**config.mk**
```make
export PLATFORM = sky130hd
export DESIGN_NAME = clk_gate_ctrl
export DESIGN_NICKNAME = d
export VERILOG_FILES = /design/src/rtl/clk_gate_ctrl_pkg.sv /design/src/rtl/sat_counter.sv /design/src/rtl/clk_gate_ctrl.sv
export SDC_FILE = /design/constraint.sdc
export NUM_CORES = 1
export LEC_CHECK = 0
export ABC_AREA = 1
export CAP_MARGIN = 20
export CORE_ASPECT_RATIO = 2
export CORE_MARGIN = 10
export CORE_UTILIZATION = 50
export DETAILED_ROUTE_END_ITERATION = 10
export DONT_BUFFER_PORTS = 1
export PLACE_DENSITY = 0.62
export SYNTH_ARGS = -nofsm -noshare
export SYNTH_HDL_FRONTEND = slang
export SYNTH_SLANG_ARGS = --single-unit
```
**constraint.sdc**
```tcl
create_clock -name clk_i -period 5.6 [get_ports clk_i]
set_clock_uncertainty 0.1 [all_clocks]
set_input_delay 1.12 -clock clk_i [delete_from_list [all_inputs] [get_ports clk_i]]
set_output_delay 1.12 -clock clk_i [all_outputs]
set_load 0.05 [all_outputs]
```
**src/rtl/clk_gate_ctrl_pkg.sv**
```systemverilog
// Shared types and default constants for the clock-gating enable controller.
package clk_gate_ctrl_pkg;

    typedef enum logic [1:0] {
        RUN   = 2'd0,
        IDLE  = 2'd1,
        GATED = 2'd2,
        WAKE  = 2'd3
    } state_e;

    localparam int unsigned DEF_CNT_W       = 8;
    localparam int unsigned DEF_WAKE_CYCLES = 2;
    localparam int unsigned DEF_EVT_W       = 16;

endpackage

```
**src/rtl/sat_counter.sv**
```systemverilog
// Saturating up-counter with synchronous clear; clear has priority over increment.
// Latency: count updates one edge after inc_i/clr_i. No backpressure.
module sat_counter #(
    parameter int unsigned WIDTH = 16
) (
    input  logic             clk_i,
    input  logic             rst_i,
    input  logic             inc_i,
    input  logic             clr_i,
    output logic [WIDTH-1:0] count_o
);

    logic [WIDTH-1:0] count_q;
    logic [WIDTH-1:0] count_d;

    always_comb begin
        count_d = count_q;
        if (clr_i) begin
            count_d = '0;
        end else if (inc_i && (count_q != '1)) begin
            count_d = count_q + 1'b1;
        end
    end

    always_ff @(posedge clk_i) begin
        if (rst_i) begin
            count_q <= '0;
        end else begin
            count_q <= count_d;
        end
    end

    assign count_o = count_q;

endmodule

```
**src/rtl/clk_gate_ctrl.sv**
```systemverilog
// Drives the enable of a clock-gating cell: gates after an idle period, reopens on wake.
// Latency: gating after thr_eff idle edges; ack WAKE_CYCLES edges after reopening. No backpressure.
module clk_gate_ctrl
    import clk_gate_ctrl_pkg::*;
#(
    parameter int unsigned CNT_W       = DEF_CNT_W,
    parameter int unsigned WAKE_CYCLES = DEF_WAKE_CYCLES,
    parameter int unsigned EVT_W       = DEF_EVT_W
) (
    input  logic             clk_i,
    input  logic             rst_i,
    input  logic             enable_auto_i,
    input  logic [CNT_W-1:0] idle_thr_i,
    input  logic             busy_i,
    input  logic             force_on_i,
    input  logic             wake_req_i,
    output logic             wake_ack_o,
    output logic             clk_en_o,
    input  logic             scan_mode_i,
    output logic             scan_cg_en_o,
    output logic             gated_o,
    input  logic             clr_evt_i,
    output logic [EVT_W-1:0] evt_cnt_o
);

    if (WAKE_CYCLES >= (64'd1 << CNT_W)) begin : g_wake_range
        $error("WAKE_CYCLES must fit in CNT_W bits");
    end

    localparam logic [CNT_W-1:0] WAKE_LAST =
        (WAKE_CYCLES == 0) ? '0 : CNT_W'(WAKE_CYCLES - 1);

    state_e           state_q;
    logic [CNT_W-1:0] cnt_q;
    logic             clk_en_q;
    logic             ack_q;
    logic             gated_q;

    logic             abort;
    logic [CNT_W-1:0] thr_last;
    logic             gate_now;

    assign abort    = busy_i | wake_req_i | force_on_i | ~enable_auto_i;
    // A threshold of 0 behaves as 1, so the last idle count is 0 in both cases.
    assign thr_last = (idle_thr_i == '0) ? '0 : idle_thr_i - 1'b1;
    assign gate_now = (state_q == IDLE) && !abort && (cnt_q >= thr_last);

    // Outputs are flops updated with the state, so the cell enable never glitches.
    always_ff @(posedge clk_i) begin
        if (rst_i) begin
            state_q  <= RUN;
            cnt_q    <= '0;
            clk_en_q <= 1'b1;
            ack_q    <= 1'b1;
            gated_q  <= 1'b0;
        end else begin
            case (state_q)
                RUN: begin
                    if (!abort) begin
                        state_q <= IDLE;
                        cnt_q   <= '0;
                    end
                end
                IDLE: begin
                    if (abort) begin
                        state_q <= RUN;
                    end else if (gate_now) begin
                        state_q  <= GATED;
                        clk_en_q <= 1'b0;
                        ack_q    <= 1'b0;
                        gated_q  <= 1'b1;
                    end else begin
                        cnt_q <= cnt_q + 1'b1;
                    end
                end
                GATED: begin
                    if (abort) begin
                        cnt_q    <= '0;
                        clk_en_q <= 1'b1;
                        gated_q  <= 1'b0;
                        if (WAKE_CYCLES == 0) begin
                            state_q <= RUN;
                            ack_q   <= 1'b1;
                        end else begin
                            state_q <= WAKE;
                        end
                    end
                end
                WAKE: begin
                    if (cnt_q == WAKE_LAST) begin
                        state_q <= RUN;
                        ack_q   <= 1'b1;
                    end else begin
                        cnt_q <= cnt_q + 1'b1;
                    end
                end
                default: begin
                    state_q  <= RUN;
                    clk_en_q <= 1'b1;
                    ack_q    <= 1'b1;
                    gated_q  <= 1'b0;
                end
            endcase
        end
    end

    sat_counter #(
        .WIDTH (EVT_W)
    ) u_evt_cnt (
        .clk_i   (clk_i),
        .rst_i   (rst_i),
        .inc_i   (gate_now),
        .clr_i   (clr_evt_i),
        .count_o (evt_cnt_o)
    );

    assign clk_en_o     = clk_en_q;
    assign wake_ack_o   = ack_q;
    assign gated_o      = gated_q;
    assign scan_cg_en_o = scan_mode_i;

endmodule

```
-- Word level (Yosys, flattened, before mapping)
Index checks and enable logic that the tools add are counted.
- register bits: 29
- input port bits: 16
- output and inout port bits: 20
- logic and storage cells: 63
- $add $sub $neg: 3
- $lt $le $gt $ge: 1
- equal/unequal tests: 13
- multiplexer cells: 23
- bitwise operators: 4
- reductions and logical operators: 13
- operators by type and width (cell ; number):
    $mux 8 ; 6
    $pmux 8 s4 ; 1
    $add 16x1->16 const B ; 1
    $ne 16x16->1 const B ; 1
    $ne 2x2->1 const B ; 6
    $reduce_and 4->1 ; 3
    $mux 2 ; 5
    $add 8x1->8 const B ; 1
    $eq 8x1->1 const B ; 1
    $ge 8x8->1 ; 1
    $logic_not 8->1 ; 1
    $pmux 2 s4 ; 1
    $sub 8x1->8 const B ; 1
    $mux 1 ; 7
    $pmux 1 s2 ; 3
    $reduce_and 5->1 ; 1
    $eq 2x2->1 const B ; 2
    $reduce_bool 2->1 ; 2
    $logic_and 1x1->1 ; 3
    $ne 3x2->1 const B ; 1
    $or 1x1->1 ; 3
    $eq 2x1->1 const B ; 1
    $logic_not 2->1 ; 1
    $ne 2x1->1 const B ; 1
    other kinds (3) ; 3

-- Longest topological paths before layout
- depth in word-level cells: 9
- gate-level depth with buffers: 20
- mapped depth without buffers: 20

-- By module
From an unflattened synthesis, not the netlist that was laid out.
- cell total of the unflattened synthesis: 340
- area, all modules: 2155.8 um2
- modules (own cells, without submodules) (module ; instances ; cells an instance ; area each (um2) ; sequential area each (um2)):
    clk_gate_ctrl ; 1 ; 184 ; 1151.1 ; 260.2
    sat_counter ; 1 ; 156 ; 1004.7 ; 320.3

-- Worst setup path after synthesis
No wires, ideal clock.
- path kind: input-to-reg
- from: in idle_thr_i[0]
- to: reg u_evt_cnt.count_q[3] (netlist: u_evt_cnt.count_o[3])
- setup time: 132 ps
- data arrival time: 2959 ps
- data required time: 5368 ps
- setup slack: 2409 ps
- stages on the path: 19
- path buffers: 2
- path through: inv_1 -> ha_1 -> nand2_1 -> inv_1 -> nand2_1 -> nor3_1 -> inv_1 -> nand3_1 -> ha_1 -> nand2_1 -> nor2_1 -> nor2_1 -> nand2_1 -> nand2_1 -> nand2_1 -> buf_4 -> buf_4 -> nand4_1 -> a21oi_1
- cells in the longest elaborated chain, start to end: 5
- elaborated cells between the ends (all ways): 6
- those cells by class: add/sub (1); order compare (1); mux (1); reduce/logical (3)
- ends and longest elaborated chain (item ; line ; source):
    start, declared ; clk_gate_ctrl.sv:13 ; input logic [CNT_W-1:0] idle_thr_i,
    $sub 8x1->8 or $logic_not 8->1 (tied branches) ; clk_gate_ctrl.sv:45 ; assign thr_last = (idle_thr_i == '0) ? '0 : idle_thr_i - 1'b1;
    $mux 8 (*) ; clk_gate_ctrl.sv:45 ;
    $ge 8x8->1 (*) ; clk_gate_ctrl.sv:46 ; assign gate_now = (state_q == IDLE) && !abort && (cnt_q >= thr_last);
    $logic_and 1x1->1 (*) ; clk_gate_ctrl.sv:46 ;
    $logic_and 1x1->1 (*) ; sat_counter.sv:20 ; end else if (inc_i && (count_q != '1)) begin
    end signal, assigned ; sat_counter.sv:29 ; count_q <= count_d;
    end, declared ; sat_counter.sv:13 ; logic [WIDTH-1:0] count_q;
Every way passes the cells marked *; elsewhere a longest branch is shown, timed or not.
A chain may end at the register's enable or synchronous reset.

-- Worst setup path after layout
- from: in idle_thr_i[0]
- to: reg cnt_q[1]
- cells in the longest elaborated chain, start to end: 6
- elaborated cells between the ends (all ways): 7
- those cells by class: add/sub (1); order compare (1); eq/ne (1); mux (1); reduce/logical (3)
- ends and longest elaborated chain (item ; line ; source):
    $sub 8x1->8 or $logic_not 8->1 (tied branches) ; clk_gate_ctrl.sv:45 ;
    $mux 8 (*) ; clk_gate_ctrl.sv:45 ;
    $ge 8x8->1 (*) ; clk_gate_ctrl.sv:46 ;
    $logic_and 1x1->1 (*) ; clk_gate_ctrl.sv:46 ;
    $ne 2x2->1 (no line) (*) ; - ;
    $reduce_and 5->1 (no line) (*) ; - ;
    end signal, assigned ; clk_gate_ctrl.sv:73 ; cnt_q <= cnt_q + 1'b1;
    end signal, assigned ; clk_gate_ctrl.sv:94 ; cnt_q <= cnt_q + 1'b1;
    end, declared ; clk_gate_ctrl.sv:34 ; logic [CNT_W-1:0] cnt_q;
Marked as above.

==> metrics.md <==
| Metric | Value |
|---|---|
| H-tree depth | `2` |
| Int Power | `0.360 mW` |
| Yosys reg bits | `29` |
| TritonRoute pass-1 iters | `4` |
| Distinct cells, synth | `30` |
| Tightest Hold Check Type | `register to register` |
| Final Max Slew Viols | `0` |
| Mapped Area | `0.00218 mm²` |
| CTS Buffer Depth | `2` |
| Commonest non-fill, non-tap cells in the layout | `nand2_1 (103), nor2_1 (44), inv_1 (34)` |
| Syn Nets | `375` |
| GR Overflow Total | `0` |
| Worst Path Arrival | `4.01 ns` |
| HPWL Detailed | `4340 µm` |
| Flop2flop setup slack | `2.90 ns` |
| Yosys Warn Count | `0` |
| CP Launch Type | `input port` |
| CTS Sinks | `29` |
| RSZ-0062 raised after global routing | `no` |
| Initial Util | `0.508` |
| Placed inst area | `0.00219 mm²` |
| Via count | `2153` |
| Crit Path Category | `input port to register` |
| Tot GR Track Use | `0.151` |
| Slew @ Worst Pin | `0.718 ns` |
| Fmax | `0.257 GHz` |
| Port bufs | `0` |
| Vias per inst | `5.40` |
| Largest net degree at the start of global routing | `22` |
| Post-synthesis sequential area ratio | `0.266` |
| Share of layout cells above drive strength 1 | `0.0783` |
| Core Area | `0.00430 mm²` |
| Final setup violation count | `0` |
| CTS tree | `yes` |
| Synth area leader | `dfxtp_1` |
| Post-route ant nets | `0` |
| Max-cap violation count | `0` |
| Drt drc | `0` |
| Status | `finished, final reports clean` |
| Hold_buf cts | `0` |
| Max VDD drop | `0.134 mV` |
| Drt wl/cell | `14.1 µm` |
| Nets | `372` |
| Gate Count Post-Synth | `347` |
| CP required | `5.72 ns` |
| Commonest non-fill, non-tap cell in the layout | `nand2_1` |
| Chip Width | `66.7 µm` |
| Post-layout minimum cycle time | `3.89 ns` |
| Setup bufs post-CTS | `0` |
| Clk pwr share | `0.498` |
| Row count | `34` |
| IO Pins | `36` |
| Sw Pwr | `0.0959 mW` |
| Flop pwr share | `0.455` |
| Worst setup EP type | `register` |
| Die Area | `0.00757 mm²` |
| Fin crit share | `0.696` |
| Ant diodes | `0` |
| Vias in the first global route | `2056` |
| Filler cells | `459` |
| Syn Area/Cell | `6.30 µm²` |
| Area growth, synth to finish | `5.78%` |
| Setup TNS | `0 ns` |
| Post-CTS resize count | `0` |
| Synth top area cells | `dfxtp_1 (27%), nand2_1 (18%), nor2_1 (7.6%)` |
| Final WL | `5620 µm` |
| LEAKAGE | `0.925 nW` |
| Fin area | `0.00231 mm²` |
| Hold Fails Final Rpt | `0` |
| Pwr/cell area | `197 mW/mm²` |
| First-pass GRT wire length | `9200 µm` |
| DRT iter0 DRCs | `160` |
| Initial antenna violation count | `0` |
| Worst skew pair latency | `0.28 ns` |
| CTS buffer count | `5` |
| Die Y-Extent | `113 µm` |
| Final GP Congestion | `0.808` |
| CP Max Fanout | `21` |
| Max_slew headroom | `0.520` |
| Clk Tree Root Cell | `clkbuf_8` |
| Sw Ratio | `0.210` |
| Clock slew at reported path FFs | `0.07 ns` |
| Area share of the largest cell type after synthesis | `0.266` |
| Comb power frac | `0.047` |
## worst max-delay path: stages
cell and delay, ns:
inv_1 0.05, ha_1 0.17, nand2_1 0.06, inv_1 0.07, nand2_1 0.08, nor3_1 0.27, inv_1 0.13, o21ai_0 0.11
ha_1 0.28, a21oi_1 0.14, o21a_1 0.14, nand2_1 0.43, nand2_1 0.50, nand2_2 0.21, nand2_1 0.10, nand2_1 0.06
nor2_1 0.07
## synth_stat cells
cell type / n
nand2_1: 103
nor2_1: 44
inv_1: 34
dfxtp_1: 29
nand3_1: 28
a21oi_1: 24
nand4_1: 19
ha_1: 12
o21ai_0: 7
or2_2: 6
nor3_1: 5
xor2_1: 5
buf_2: 4
buf_4: 3
clkbuf_1: 3
nand3b_1: 3
nor2_4: 3
inv_2: 2
nand2_2: 2
buf_6: 1
nand3_2: 1
nand4_4: 1
nor2_2: 1
nor2_8: 1
nor3_2: 1
nor3_4: 1
nor3b_1: 1
o21a_1: 1
o21ai_1: 1
xnor2_1: 1
## state kept, by name, summed over array words and instances, names as in the netlist, named ones only
signal / flops
clk_en_o: 1
cnt_q: 8
gated_o: 1
state_q: 1
u_evt_cnt.count_o: 16
wake_ack_o: 1
## final cells by class
cell class | instances | area [µm²] | area share
Clock inverter | 1 | 30.0 | 0.0130
Tap cell | 54 | 67.6 | 0.0292
Multi-Input combinational cell | 271 | 1400 | 0.607
Sequential cell | 29 | 581 | 0.251
Clock buffer | 7 | 86.3 | 0.0374
Timing Repair Buffer | 1 | 7.51 | 0.00325
Inverter | 36 | 135 | 0.0585
## layer usage
| metal | track usage | part of all wire | vias to the layer above |
|---|---|---|---|
| met5 | 0 | 0 | - |
| met4 | 0.0745 | 0.024 | 0 |
| met3 | 0.0314 | 0.044 | 10 |
| met2 | 0.296 | 0.58 | 44 |
| met1 | 0.134 | 0.35 | 973 |
| li1 | - | - | 1126 |
## per-stage QoR
step / instances / power [mW] / util / hold slack [ns] / worst slack [ns]
floorplan: 347 / 0.232 / - / 0.384 / 2.41
global placement: 391 / 0.233 / 0.511 / 0.433 / 1.46
detailed placement: 391 / 0.234 / 0.511 / 0.432 / 1.42
CTS: 399 / 0.460 / 0.538 / 0.442 / 1.68
global route: 399 / 0.474 / 0.538 / 0.451 / 1.29
finish: 399 / 0.456 / 0.538 / 0.445 / 1.71
## path summary, 6_finish.rpt
check | startpoint | endpoint | cells after the start
setup / recovery | idle_thr_i[0] | cnt_q[1] | 17
hold / removal | cnt_q[7] | cnt_q[7] | 2
setup reg to reg | cnt_q[0] | cnt_q[1] | 13
hold reg to reg | cnt_q[7] | cnt_q[7] | 2
## power groups by stage
| stage | clock network (mW) | logic [mW] | registers [mW] |
|---|---|---|---|
| floorplan | 0 | 0.0208 | 0.212 |
| CTS | 0.231 | 0.0219 | 0.207 |
| global route | 0.242 | 0.0250 | 0.207 |
| global placement | 0 | 0.0217 | 0.212 |
| detailed placement | 0 | 0.0218 | 0.212 |
| finish | 0.227 | 0.0216 | 0.207 |
## cells by family (layout without fill, tap and decap cells)
logic type / after synthesis / after routing / share of synthesized area
simple gates: 220 / 220 / 0.473
fa+ha+maj: 12 / 12 / 0.0687
xor+xnor: 6 / 6 / 0.0241
compound gates: 33 / 33 / 0.0767
flops: 29 / 29 / 0.266
buf+inv: 47 / 45 / 0.0916
No activity file was read; power rests on OpenSTA's default activity.
